### config.mk
export PLATFORM = sky130hd
export DESIGN_NAME = mux_2g157_arbiter
export DESIGN_NICKNAME = d
export VERILOG_FILES = /design/src/rtl/mux_2g157_arbiter.sv
export SDC_FILE = /design/constraint.sdc
export NUM_CORES = 1
export LEC_CHECK = 0
export CAP_MARGIN = 10
export CORE_MARGIN = 1
export CORE_UTILIZATION = 55
export CTS_BUF_LIST = sky130_fd_sc_hd__clkbuf_2 sky130_fd_sc_hd__clkbuf_4 sky130_fd_sc_hd__clkbuf_8
export CTS_CLUSTER_SIZE = 25
export DETAILED_ROUTE_END_ITERATION = 8
export PLACE_DENSITY = 0.81
export SYNTH_ARGS = -nofsm -noshare
export SYNTH_HDL_FRONTEND = slang
export SYNTH_SLANG_ARGS = --single-unit
### constraint.sdc
create_clock -name clk -period 1.7 [get_ports clk]
set_clock_uncertainty 0.15 [all_clocks]
set_input_delay 0.17 -clock clk [delete_from_list [all_inputs] [get_ports clk]]
set_output_delay 0.17 -clock clk [all_outputs]
set_load 0.05 [all_outputs]
### src/rtl/mux_2g157_arbiter.sv
// Two-requester arbiter driving a 2G157-style 2:1 mux with break-before-make sequencing.
// All outputs are flops; sel only moves while the mux output is gated off (ng=1).
module mux_2g157_arbiter #(
    parameter int MAX_HOLD   = 15,
    parameter int GAP_CYCLES = 1
) (
    input  logic clk,
    input  logic nreset,
    input  logic req_a,
    input  logic req_b,
    output logic gnt_a,
    output logic gnt_b,
    output logic sel,
    output logic ng
);

    localparam int HOLD_W = (MAX_HOLD < 1) ? 1 : $clog2(MAX_HOLD + 1);
    // gap counter loads GAP_CYCLES-1 and counts down to zero
    localparam int GAP_W  = (GAP_CYCLES < 2) ? 1 : $clog2(GAP_CYCLES);
    localparam logic [HOLD_W-1:0] HOLD_MAX = HOLD_W'(MAX_HOLD);
    localparam logic [GAP_W-1:0]  GAP_LOAD = GAP_W'(GAP_CYCLES - 1);

    typedef enum logic [1:0] {IDLE, SETUP, GRANT, GAP} state_t;

    state_t            state_q, state_d;
    logic              owner_q, owner_d;
    logic              last_q, last_d;
    logic [HOLD_W-1:0] hold_q, hold_d;
    logic [GAP_W-1:0]  gap_q, gap_d;
    logic              sel_q, sel_d;
    logic              ng_q, ng_d;
    logic              gnt_a_q, gnt_a_d;
    logic              gnt_b_q, gnt_b_d;

    logic req_own, req_oth, any_req, win, preempt;

    assign req_own = owner_q ? req_b : req_a;
    assign req_oth = owner_q ? req_a : req_b;
    assign any_req = req_a | req_b;
    // on a tie the requester that was not granted last wins
    assign win     = (req_a & req_b) ? ~last_q : req_b;
    assign preempt = (MAX_HOLD != 0) && (hold_q == HOLD_MAX) && req_oth;

    always_ff @(posedge clk or negedge nreset) begin
        if (!nreset) begin
            state_q <= IDLE;
            owner_q <= 1'b0;
            last_q  <= 1'b1;
            hold_q  <= '0;
            gap_q   <= '0;
            sel_q   <= 1'b0;
            ng_q    <= 1'b1;
            gnt_a_q <= 1'b0;
            gnt_b_q <= 1'b0;
        end else begin
            state_q <= state_d;
            owner_q <= owner_d;
            last_q  <= last_d;
            hold_q  <= hold_d;
            gap_q   <= gap_d;
            sel_q   <= sel_d;
            ng_q    <= ng_d;
            gnt_a_q <= gnt_a_d;
            gnt_b_q <= gnt_b_d;
        end
    end

    always_comb begin
        state_d = state_q;
        owner_d = owner_q;
        last_d  = last_q;
        hold_d  = hold_q;
        gap_d   = gap_q;
        sel_d   = sel_q;
        ng_d    = ng_q;
        gnt_a_d = gnt_a_q;
        gnt_b_d = gnt_b_q;
        case (state_q)
            IDLE: begin
                ng_d    = 1'b1;
                gnt_a_d = 1'b0;
                gnt_b_d = 1'b0;
                if (any_req) begin
                    owner_d = win;
                    sel_d   = win;
                    state_d = SETUP;
                end
            end
            SETUP: begin
                if (req_own) begin
                    state_d = GRANT;
                    ng_d    = 1'b0;
                    gnt_a_d = ~owner_q;
                    gnt_b_d = owner_q;
                    last_d  = owner_q;
                    hold_d  = HOLD_W'(1);
                end else begin
                    state_d = IDLE;
                end
            end
            GRANT: begin
                if (!req_own || preempt) begin
                    state_d = GAP;
                    ng_d    = 1'b1;
                    gnt_a_d = 1'b0;
                    gnt_b_d = 1'b0;
                    gap_d   = GAP_LOAD;
                end else if ((MAX_HOLD != 0) && (hold_q != HOLD_MAX)) begin
                    hold_d = hold_q + HOLD_W'(1);
                end
            end
            GAP: begin
                if (gap_q != '0) begin
                    gap_d = gap_q - GAP_W'(1);
                end else if (any_req) begin
                    owner_d = win;
                    sel_d   = win;
                    state_d = SETUP;
                end else begin
                    state_d = IDLE;
                end
            end
            default: state_d = IDLE;
        endcase
    end

    assign gnt_a = gnt_a_q;
    assign gnt_b = gnt_b_q;
    assign sel   = sel_q;
    assign ng    = ng_q;

endmodule

* Word-level counts from Yosys, hierarchy flattened
Cells that the tools add are included.
** Cells by class
- $add $sub $neg :: 2
- Equality and inequality tests :: 11
- Multiplexer cells :: 29
- Bitwise operators :: 4
- Reduce and logical (&&, ||, !) cells :: 14
** Operators by type and width (count)
- two-way mux 1 bit :: 14
- two-way mux 4 bit :: 3
- != test 2 bit, second input constant :: 6
- case mux 1 bit (3 select lines) :: 3
- two-way mux 2 bit :: 4
- case mux 2 bit (4 select lines) :: 1
- case mux 4 bit (2 select lines) :: 1
- case mux 1 bit (2 select lines) :: 3
- AND reduction 2 bit :: 3
- AND reduction 3 bit :: 2
- nonzero test 2 bit :: 3
- adder 4 x 1 -> 4 bit, second input constant :: 1
- == test 2 bit, second input constant :: 2
- == test 4 bit, second input constant :: 1
- != test 4 bit, second input constant :: 1
- AND reduction 4 bit :: 1
- nonzero test 3 bit :: 1
- == test 2 x 1 -> 1 bit, second input constant :: 1
- logical NOT 2 bit :: 1
- NOT 1 bit :: 2
- bitwise AND 1 bit :: 1
- logical AND 1 bit :: 1
- logical NOT 1 bit :: 1
- logical OR 1 bit :: 1
- 2 further kinds :: 2
** Storage, ports and cells
- Register bits :: 13
- Output and inout port bits :: 4

* Longest topological paths before layout
Gate-level depths: netlist of run 1.
- Depth after elaboration :: 5
- Gate-level depth with buffers :: 6
- Gate-level depth less buffers :: 6

* Worst setup path after synthesis of run 1
Ideal clock, no wire load.
- Kind :: register to register
- Start :: reg, netlist name sel
- End :: reg gnt_a_q, in the netlist gnt_a
- Library setup time :: 0.121 ns
- Data arrival time :: 1.533 ns
- Data required time :: 1.429 ns
- Setup slack :: -0.104 ns
- Stages on the path, launching flop included :: 6
- Buffers on the path :: 1
- Cell sequence :: dfrtp_1 buf_6 mux2_4 o211ai_2 nand2_1 a22o_1
** RTL lines
- end signal, assigned :: RTL line 63 : gnt_a_q <= gnt_a_d;
- end, declared :: RTL line 32 : logic gnt_a_q, gnt_a_d;

* Worst setup path after layout of run 1
- Start :: reg state_q[0]
- End :: reg gnt_b_q, in the netlist gnt_b
** Between the ends
- Cells in the longest elaborated chain, start to end :: 3
** RTL lines
- start, declared :: RTL line 25 : state_t state_q, state_d;
- start signal, assigned :: RTL line 56 : state_q <= state_d;
- == test 2 bit (tied with other cells) :: RTL line 78 : case (state_q)
- != test 2 bit (no source line) or nonzero test 3 bit (tied branches)
- AND reduction 3 bit (no source line)
- end signal, assigned :: RTL line 64 : gnt_b_q <= gnt_b_d;
- end, declared :: RTL line 33 : logic gnt_b_q, gnt_b_d;
Parallel ways exist; a longest one is shown, timed or not.
A chain may end at the register's enable or synchronous reset.

==> metrics.txt, run 1 <==
status=complete, no violations; WL per Instance=around 15 microns; Tot Pwr=between 1.5 and 2 mW; Placement Rows=13; Comb power frac=between 60% and 70%; final hold violations=0; Main synth FF type=dfrtp_1; Die ar.=about 0.0015 sq mm; synth cell count leaders=dfrtp_1 (9), inv_1 (8), a21oi_1 (7); Pre-antenna DRT Iters=4; CP Launch Type=register; post-route cell area=around 940 sq um; CTS HTree Levels=1; Slew @ Worst Pin=roughly 0.5 ns; clk slew on worst S/H paths=roughly 0.07 ns; WP data arrival=1.67 ns; relative slew slack=between 60% and 70%; crit-path leading delay family=flip-flops; largest cells by area after synthesis=dfrtp_1 (29%), ha_1 (9.8%), dfstp_2 (6.9%); CTS tree=built; Worst R2R Start=state_q[0]; Num CTS Buffers=3; global-route wire length before repair=2480 microns; Pwr Density=about 1800 mW/mm^2; via count of the first global-routing pass=552; pre-CTS setup slack=-0.0759 ns; total gr overflow=0; DP HPWL=1170 microns; Switching Share=44.2%; I/O Pins=8; Setup Viol. Count Final=0; Starting DRT DRC Count=10; WS Path Type=register to register; Crit. End Element=register; setup slack after layout=between 0.04 and 0.05 ns; CP required=~1.7 ns; remaining antenna violation count=0; Root Buffer Master=clkbuf_4; clk buf depth=2; synthesis-to-layout area growth=23.4%; Synth area leader=dfrtp_1; residual DRC count=0; Final Wtd Congestion=0.804; synth unique cells=34; Die Width=around 40 microns; Reg power frac=around 29%; Worst path slowest cell=dfrtp_1; Clock power frac=between 10 and 15%; Cell Chain, Critical Path=buf_4, buf_4, ha_2, a21oi_2, nand2_1, a22o_1; max_cap viols=0; final non-filler cell total=~110; Seq/Total Area, Yosys=between 30% and 40%; Initial Utilization=between 50% and 60%; Synth top area share=29.4%; Mapped Cells=slightly below 80; pin count of the biggest net entering global routing=12; Min Clock Period, post-route=1.65 ns; Post-Syn Area=roughly 770 sq um; share of flip-flops with an asynchronous set or reset=100%; Inst Count DP=101; total track usage=between 20 and 25%; Pleak=0.430 nW; fin. max-slew vios=0; Nets=about 100; number of flops mapped to enable cells by yosys=0; core area=0.00130 sq mm; NetSw=about 0.76 mW; worst-path fanout max=7; Setup TNS Final=0 ns; most frequent CP cell=buf_4; syn_nets=slightly below 90; Max Clk Rate=604 MHz; Synth Register Bits=11; WP buf/inv=2; FF-to-FF path depth=6; cell internal pwr=0.962 mW; yosys warns=0; Critical Path Max Stage Delay=about 0.40 ns; Placed Instance Area=a little under 900 sq um; Final period util=between 90% and 100%; initial antenna violation count=0; DRT Wirelength=1610 microns; share of cells above drive strength 1=approximately two fifths; flop2flop setup slack=between 0.04 and 0.05 ns; reg2reg end=gnt_b; vias=631; Die H=just under 40 microns; ant diodes=0; clock sink count=11; Hold Path Class=input port to asynchronous set/reset pin; PortBufs=7; Worst-Skew Late Latency=around 0.27 ns; most frequent cell after synthesis=dfrtp_1; # hold bufs at CTS=0; mean post-synth cell area=between 9 and 10 sq um; Max IR drop VDD=approximately 1.1 mV; via/cell ratio=5.84
## cell type report
cell class / instances / area, sq um
clock buffers: 4 / 30.0
fillers: 100 / 357
inverters: 8 / 30.0
multi-input cells: 55 / 453
flip-flops and latches: 11 / 280
well taps: 15 / 18.8
repair buffers: 15 / 133
## per-layer routing
layer | track usage [%] | wire [microns]
met4 | 5.17 | 12
met3 | 8.52 | 59
met2 | 41.7 | 841
met5 | 0 | 0
met1 | 30.4 | 691
## worst max-delay path by stage
stage                          start    endpoint  cells after the start
after floorplan                  sel       gnt_a                      5
after global placement         req_b  state_q[0]                      6
after detailed placement       req_b  state_q[0]                      6
after CTS                 state_q[0]  state_q[0]                      6
after global routing      state_q[0]       gnt_b                      6
final                     state_q[0]       gnt_b                      6
## state kept, by name (all words and copies together), names as in the netlist, named ones only
| name | count |
|---|---|
| state_q | 1 |
| sel | 1 |
| hold_q | 4 |
| gnt_a | 1 |
| last_q | 1 |
| gnt_b | 1 |
| ng | 1 |
## repair_timing
action / 4_1_cts / 5_1_grt
setup endpoints to repair: 2 / 6
resized for setup: 0 / 8
buffers inserted: 3 / 0
pin swaps: 0 / 1
## placed cells by master (no fill, tap or decap), types with 3 or more instances in the layout
cell / n
o21ai_0: 4
nor2_1: 3
ha_2: 4
clkdlybuf4s50_1: 3
clkbuf_4: 4
a22o_1: 3
nand2_1: 3
inv_1: 8
nand3_1: 4
dfrtp_1: 7
buf_4: 11
a21oi_1: 6
## power by group through the flow
stage	clock network (mW)	registers (mW)	logic [mW]
2_1_floorplan	0	0.601	0.583
3_3_place_gp	0	0.496	0.896
3_5_place_dp	0	0.505	0.927
4_1_cts	0.200	0.484	0.998
5_1_grt	0.219	0.505	1.12
6_report	0.193	0.492	1.04
## through the flow
step	util (%)	hold slack (ns)
after floorplan	-	-0.276
after global placement	66.4	0.347
after detailed placement	66.4	0.353
after CTS	70.5	0.0997
after global routing	72.6	0.121
final	72.6	0.0797
## logic make-up after synthesis
family          after synthesis  share of synthesized area (%)
flops                        11                           36.3
mux                           3                           4.57
buf+inv                      12                           8.01
simple gates                 20                           16.5
fa+ha+maj                     6                           9.80
compound gates               26                           24.8
No activity file was read; power rests on OpenSTA's default activity.
==> run 2: changes to the inputs <==
--- a/config.mk
+++ b/config.mk
@@ -12,6 +12,7 @@
 export CTS_CLUSTER_SIZE = 25
 export DETAILED_ROUTE_END_ITERATION = 8
 export PLACE_DENSITY = 0.81
+export SKIP_CTS_REPAIR_TIMING = 1
 export SYNTH_ARGS = -nofsm -noshare
 export SYNTH_HDL_FRONTEND = slang
 export SYNTH_SLANG_ARGS = --single-unit
==> metrics.txt, run 2 (synthesis gave the netlist of run 1 again) <==
status=complete, no violations; clk slew on worst S/H paths=~0.070 ns; Die Width=a little under 40 microns; Pwr Density=1800 mW/mm^2; setup slack after layout=0.0533 ns; share of cells above drive strength 1=between 30 and 40%; commonest non-fill, non-tap cell in the layout=buf_4; Pre-antenna DRT Iters=5; max_cap viols=0; Crit. End Element=register; Max Clk Rate=between 600 and 700 MHz; Top Layer Used=met4; pre-CTS setup slack=-0.0759 ns; global-route wire length before repair=between 2000 and 2500 microns; Top reg by flops=hold_q; core area=roughly 0.0013 sq mm; most frequent cells in the layout=buf_4 (10), inv_1 (8), a21oi_1 (7), dfrtp_1 (7); Placement Rows=13; worst-path fanout max=4; Setup TNS Final=0 ns; synthesis-to-layout area growth=21.6%; Worst path slowest cell=dfrtp_1; Cell Chain, Critical Path=inv_1, ha_2, nor3b_2, a41oi_2, and4b_1, o21ai_1; crit-path leading delay family=flip-flops; Die ar.=around 0.0015 sq mm; ant diodes=0; DRT Wirelength=between 1500 and 2000 microns; via count of the first global-routing pass=~530; CTS HTree Levels=1; max reg flops=4; Max IR drop VDD=1.08 mV; remaining antenna violation count=0; fin. max-slew vios=0; Switching Share=44.1%; Final period util=a little over nine tenths; CP Launch Type=register; Num CTS Buffers=3; Root Buffer Master=clkbuf_4; metal3 WL=between 70 and 80 microns; via/cell ratio=~5.7; I/O Pins=8; Initial Utilization=between 50% and 60%; CP required=approximately 1.7 ns; Worst-Skew Late Latency=between 0.2 and 0.3 ns; vias=roughly 620; Pleak=between 0.4 and 0.5 nW; Starting DRT DRC Count=13; residual DRC count=0; Metal-1 WL=659 microns; Min Clock Period, post-route=1.65 ns; relative slew slack=between 60% and 70%; Slew @ Worst Pin=around 0.50 ns; initial antenna violation count=0; Setup Viol. Count Final=0; total track usage=a little under a quarter; Critical Path Max Stage Delay=0.40 ns; Hold Path Class=input port to asynchronous set/reset pin; met2 WL post-DR=about 800 microns; Comb power frac=about 60%; CTS tree=built; Final Wtd Congestion=~0.8; WS Path Type=register to register; final hold violations=0; Clock power frac=a little under an eighth; cell internal pwr=between 0.9 and 1 mW; pin count of the biggest net entering global routing=12; Die H=slightly below 40 microns; WP data arrival=approximately 1.7 ns; Reg power frac=around 30%; WP buf/inv=1; clock sink count=11; Tot Pwr=about 1.7 mW; clk buf depth=2; Nets=103; total gr overflow=0; DP HPWL=approximately 1200 microns; WL per Instance=between 10 and 15 microns; PortBufs=7; NetSw=roughly 0.74 mW
[run 2: cell type report]
class                      count  area (sq um)
clock buffer                   4          30.0
fill                         103           370
inverter                       8          30.0
multi-input combinational     55           447
sequential                    11           280
tap                           15          18.8
timing repair buffer          14           125
[run 2: worst reg2reg max path: cells and delay by family (launching register included)]
| kind | cells | cell delay (ns) |
|---|---|---|
| buffers and inverters | 1 | 0.11 |
| AND/OR/NAND/NOR | 2 | 0.39 |
| AO/OA/AOI/OAI | 2 | 0.26 |
| adder cells (fa/ha/maj) | 1 | 0.21 |
| flip-flops | 1 | 0.40 |
[run 2: final timing paths]
kind | start | end | slack (ns) | cells past startpoint
max in group asynchronous | nreset | sel | 0.95 | 1
max | state_q[0] | state_q[0] | 0.05 | 6
min reg2reg | gnt_a | gnt_a | 0.37 | 1
min | nreset | gnt_a | 0.08 | 1
min in group clk | gnt_a | gnt_a | 0.37 | 1
max reg2reg | state_q[0] | state_q[0] | 0.05 | 6
[run 2: power groups by stage]
stage / clock (mW) / sequential (mW) / combinational [mW]
floorplan: 0 / 0.601 / 0.583
global placement: 0 / 0.496 / 0.896
detailed placement: 0 / 0.505 / 0.927
CTS: 0.200 / 0.501 / 0.929
global route: 0.219 / 0.512 / 1.07
finish: 0.194 / 0.501 / 0.983
[run 2: stage by stage]
step / instance area, sq um / hold slack, ns / util (%) / instances
final: 931 / 0.0790 / 71.5 / 107
after global routing: 931 / 0.121 / 71.5 / 107
after detailed placement: 865 / 0.353 / 66.4 / 101
after CTS: 895 / 0.0997 / 68.8 / 105
after floorplan: 767 / -0.276 / - / 78
after global placement: 865 / 0.347 / 66.4 / 101
[run 2: layer usage]
layer | up-vias | track usage (%)
met5 | - | 0
met4 | 0 | 5.17
met3 | 2 | 8.52
met2 | 14 | 39.2
met1 | 283 | 29.3
li1 | 316 | -
==> RTL change 1, RTL diff (config.mk and constraints of run 2) <==
Take the reset off `hold_q` and load it in a clocked block of its own.
--- a/src/rtl/mux_2g157_arbiter.sv
+++ b/src/rtl/mux_2g157_arbiter.sv
@@ -47,5 +47,4 @@
             owner_q <= 1'b0;
             last_q  <= 1'b1;
-            hold_q  <= '0;
             gap_q   <= '0;
             sel_q   <= 1'b0;
@@ -57,5 +56,4 @@
             owner_q <= owner_d;
             last_q  <= last_d;
-            hold_q  <= hold_d;
             gap_q   <= gap_d;
             sel_q   <= sel_d;
@@ -64,4 +62,8 @@
             gnt_b_q <= gnt_b_d;
         end
+    end
+
+    always_ff @(posedge clk) begin
+        hold_q <= hold_d;
     end
 
Behaviour: same outputs for any inputs over 10 cycles, from zero or initial values and one cycle with nreset low; that may be too few to reach the edited logic, so the function may still have changed.
==> RTL change 1 against run 2 <==
Synthesized cell count fell by 15%; highest routed layer unchanged; critical path depth decreased by 1; total power rose by 3.0%; combinational power increased by 4%; final area is 1.1% lower; routed wire length fell by 0.19%; final cell count is 4.7% lower; sequential cell count stayed put; count of clock-buffer cells in the layout unchanged; global-route usage up 4.6 points; synthesized area decreased by 11%; setup slack barely moved.
==> RTL change 1: results (changes against run 2) <==
- Clk_lat worst skew: 0.26 ns
- Post-Synth XOR/XNOR Area: 2.564% (+2.6 points)
- Max reg flops: 4 (unchanged)
- Vias per cell: 5.676 (-1.2%)
- Fill cell count: 62 (-40%)
- Largest register by flop count: hold_q
- Hold crit path type: input port to asynchronous set/reset pin
- Synth async-reset ratio: 63.64% (-36 points)
- CP endpoint: state_q[0]
- CTS buffer count: 3 (unchanged)
- Placer's final routability congestion estimate: 0.7429 (-7.6%)
- Post-Synth Adder-Cell Area: 10.99% (+1.2 points)
- Root Buffer Master: clkbuf_4
- Post-synthesis mux area share: 5.128% (+0.55 points)
- R2R depth: 5 (-1)
- Layout Nets: 99 (-3.9%)
- Max-slew headroom: 77.81% (+11 points)
- Largest net degree at the start of global routing: 10 (-2)
- List of most frequent post-synthesis cells: a21oi_1, ha_1, nor2_1, dfrtp_1
- Compound-gate portion of the synthesized area: 15.93% (-8.9 points)
- Post-DP HPWL: 1.210 mm (+3.5%)
- Slowest CP cell: edfxtp_1
- Initial antenna violation count: 0 (unchanged)
- Yosys warning total: 0 (unchanged)
- Leak: 0.0004171 uW (-1.9%)
- Critical Path Source: hold_q[1]
- Crit-path leading delay family: simple AND/OR/NAND/NOR gates
- Area contributors post-synth: dfrtp_1, edfxtp_1, ha_1
- Antenna viol nets, final: 0 (unchanged)
- Syn Nets: 76 (-14%)
- Total Wirelength: 1.543 mm (-0.19%)
- Critical path fanouts, max: 3 (-1)
- Seq/Total Area, Yosys: 43.59% (+7.3 points)
- Layout cells sized above 1: 37.50% (+0.54 points)
- CP arrival: 1.68 ns (+0.03 ns)
- Cell variety after synth: 30 (-12%)
- Status: completed
- CP max stage delay: 0.41 ns
- Port bufs: 7 (unchanged)
- Vias in the first global route: 592 (+11%)
- First-pass GRT wire length: 2.628 mm (+10%)
- Clock buffer depth: 2 (unchanged)
- DR pass1 iterations: 4 (-1)
- Pre-CTS setup slack: -0.08835 ns (-0.01240 ns)
- Worst vdd ir: 1.160 mV (+6.9%)
- Post-synth EDFFs: 4 (+4)
- Synth Flop Type: dfrtp_1
- Gr usage total: 28.30% (+4.6 points)
- Crit path time final: 1.646 ns (-0.0003176 ns)
==> RTL change 1: final cells by class <==
class | instances | share of cell area, %
well taps | 14 | 1.902
flip-flops and latches | 11 | 32.47
multi-input cells | 48 | 41.44
repair buffers | 21 | 19.29
clock buffers | 4 | 3.261
inverters | 4 | 1.630
==> RTL change 1: through the flow <==
stage	setup TNS [ns]	cells	cell area (um2)	total power [uW]	hold WS (ns)
after global routing	-0.02387	102	920.9	1851	0.03718
after CTS	-0.04135	102	888.4	1668	0.02786
after detailed placement	-0.4135	98	858.3	1476	0.3114
after global placement	-0.1186	98	858.3	1420	0.3130
after floorplan	0	66	684.4	1124	-0.2756
final	0	102	920.9	1728	0.01753
==> RTL change 1: power by group <==
group          total, uW  switching (uW)  internal [uW]
clock                189            82.0            107
combinational       1020             539            478
sequential           523             107            416
total               1730             729           1000
==> RTL change 1: worst register-to-register path, stage by stage (launching register included) <==
cell,delay [ns]
edfxtp_1,0.41
ha_2,0.21
and4_4,0.20
nand4b_1,0.26
and4b_1,0.25
o21ai_1,0.11
==> RTL change 1: kinds of logic (layout without fill, tap and decap cells) <==
group,after synthesis,after routing
flip-flops,11,11
AO/OA/AOI/OAI,17,17
multiplexers,3,3
XOR/XNOR,2,2
buffers and inverters,7,29
AND/OR/NAND/NOR,20,20
adder cells (fa/ha/maj),6,6
==> RTL change 1: routing by layer <==
layer  global-route usage [%]  vias to the layer above  routed length, um
met5                        0                        -                  0
met4                    15.74                        0                 14
met3                    3.571                        2                 48
met2                    48.68                       12                839
met1                    33.85                      282                641
li1                         -                      283                  -
==> RTL change 2, RTL diff (settings of run 2) <==
Without the edit above. Change the parameter `MAX_HOLD` from 15 to 30.
--- a/src/rtl/mux_2g157_arbiter.sv
+++ b/src/rtl/mux_2g157_arbiter.sv
@@ -2,5 +2,5 @@
 // All outputs are flops; sel only moves while the mux output is gated off (ng=1).
 module mux_2g157_arbiter #(
-    parameter int MAX_HOLD   = 15,
+    parameter int MAX_HOLD   = 30,
     parameter int GAP_CYCLES = 1
 ) (
Function: no difference found for any inputs over 10 cycles, from zero or initial values and one cycle with nreset low; that may be too few to reach the edited logic, so the function may still have changed.
==> RTL change 2 against run 2 <==
Sequential cell count up 1; setup slack worse by 0.011 ns; total power up 9.7%; final area up 19%; worst hold slack better by 0.28 ns; synthesized area up 12%; first-iteration DRC count up 15%; critical endpoint is now hold_q[4]; routed wire length up 33%; combinational power up 9%; clock power up 25%; critical path type unchanged; count of clock-buffer cells in the layout unchanged.
==> RTL change 2: results (changes against run 2) <==
- CTS buffer count: 3 (unchanged)
- CP max stage delay: 0.42 ns (+0.02 ns)
- Seq/Total Area, Yosys: 35.43% (-0.84 points)
- Crit-path leading delay family: simple AND/OR/NAND/NOR gates
- Fill cell count: 77 (-25%)
- Status: completed
- Critical path fanouts, max: 5 (+1)
- Max reg flops: 5 (+1)
- Leak: 0.0005181 uW (+22%)
- Cell variety after synth: 37 (+8.8%)
- Met3 wire length: 66 um (-7.0%)
- First-pass GRT wire length: 3.263 mm (+37%)
- List of most frequent post-synthesis cells: nand2_1, dfrtp_1, inv_1, ha_1
- Clk_lat worst skew: 0.29 ns (+0.02 ns)
- Largest net degree at the start of global routing: 9 (-3)
- Slowest CP cell: dfrtp_2
- First-iteration detailed-routing DRC count: 15 (+2)
- Gr usage total: 24.32% (+0.60 points)
- Wl on met1: 913 um (+39%)
- Layout Nets: 128 (+24%)
- Syn Nets: 106 (+20%)
- Initial antenna violation count: 0 (unchanged)
- Vias in the first global route: 769 (+44%)
- Clock buffer depth: 2 (unchanged)
- Hold crit path type: flip-flop to flip-flop
- Total Wirelength: 2.053 mm (+33%)
- Worst vdd ir: 1.169 mV (+7.8%)
- Pre-CTS setup slack: -0.06124 ns (+0.01471 ns)
- Vias per cell: 5.924 (+3.1%)
- Synth async-reset ratio: 100.0% (unchanged)
- Area contributors post-synth: dfrtp_1, ha_1, dfstp_2
- Max-slew headroom: 77.05% (+10 points)
- Layout cells sized above 1: 34.48% (-2.5 points)
- Port bufs: 7 (unchanged)
- Worst-path clk slew: 0.09 ns (+0.02 ns)
- Met2 routed WL: 1.042 mm (+29%)
- Post-DP HPWL: 1.363 mm (+17%)
- Placer's final routability congestion estimate: 0.7941 (-1.2%)
- DR pass1 iterations: 4 (-1)
-- RTL change 2: path summary, 6_finish.rpt --
| path | start | endpoint | slack, ns | cells past startpoint |
|---|---|---|---|---|
| worst max-delay path | state_q[0] | hold_q[4] | 0.04 | 6 |
| worst min-delay path | ng | ng | 0.35 | 2 |
| worst max register to register | state_q[0] | hold_q[4] | 0.04 | 6 |
| worst min register to register | ng | ng | 0.35 | 2 |
| max in group asynchronous | nreset | ng | 0.35 | 3 |
| min in group asynchronous | nreset | gnt_a | 0.54 | 2 |
-- RTL change 2: worst min-delay path, cell delays in order, from the launching register on --
cell and delay [ns]:
dfstp_2 0.40, inv_1 0.05, a22oi_1 0.06
-- RTL change 2: report_power, final --
part           switching [uW]  internal (uW)
logic                     583            484
clock network             112            131
registers                 123            407
total                     818           1020
-- RTL change 2: cell type report --
cell class	instances	share of cell area (%)
repair buffers	22	16.91
clock buffers	4	3.269
well taps	15	1.691
multi-input cells	68	47.13
flip-flops and latches	12	27.62
inverters	10	3.382
-- RTL change 2: per-stage QoR --
stage               area [um2]  instances
CTS                       1051        127
global route              1110        131
floorplan                878.3         95
detailed placement        1015        123
finish                    1110        131
global placement          1015        123
-- RTL change 2: cell families (layout without fill, tap and decap cells) --
family / count (synthesis) / after routing / share of synthesized area [%]
adders and majority gates: 7 / 7 / 10.25
muxes: 2 / 2 / 2.928
AOI/OAI and AO/OA: 27 / 27 / 23.43
buffers and inverters: 15 / 36 / 7.906
and+or+nand+nor: 31 / 31 / 19.04
DFF: 12 / 12 / 35.43
xor gates and xnor gates: 1 / 1 / 1.025
-- RTL change 2: routing by layer --
metal,global-route usage [%],vias up
met2,39.06,19
met3,3.913,5
met4,10.32,0
li1,-,382
met1,32.23,370
met5,0,-
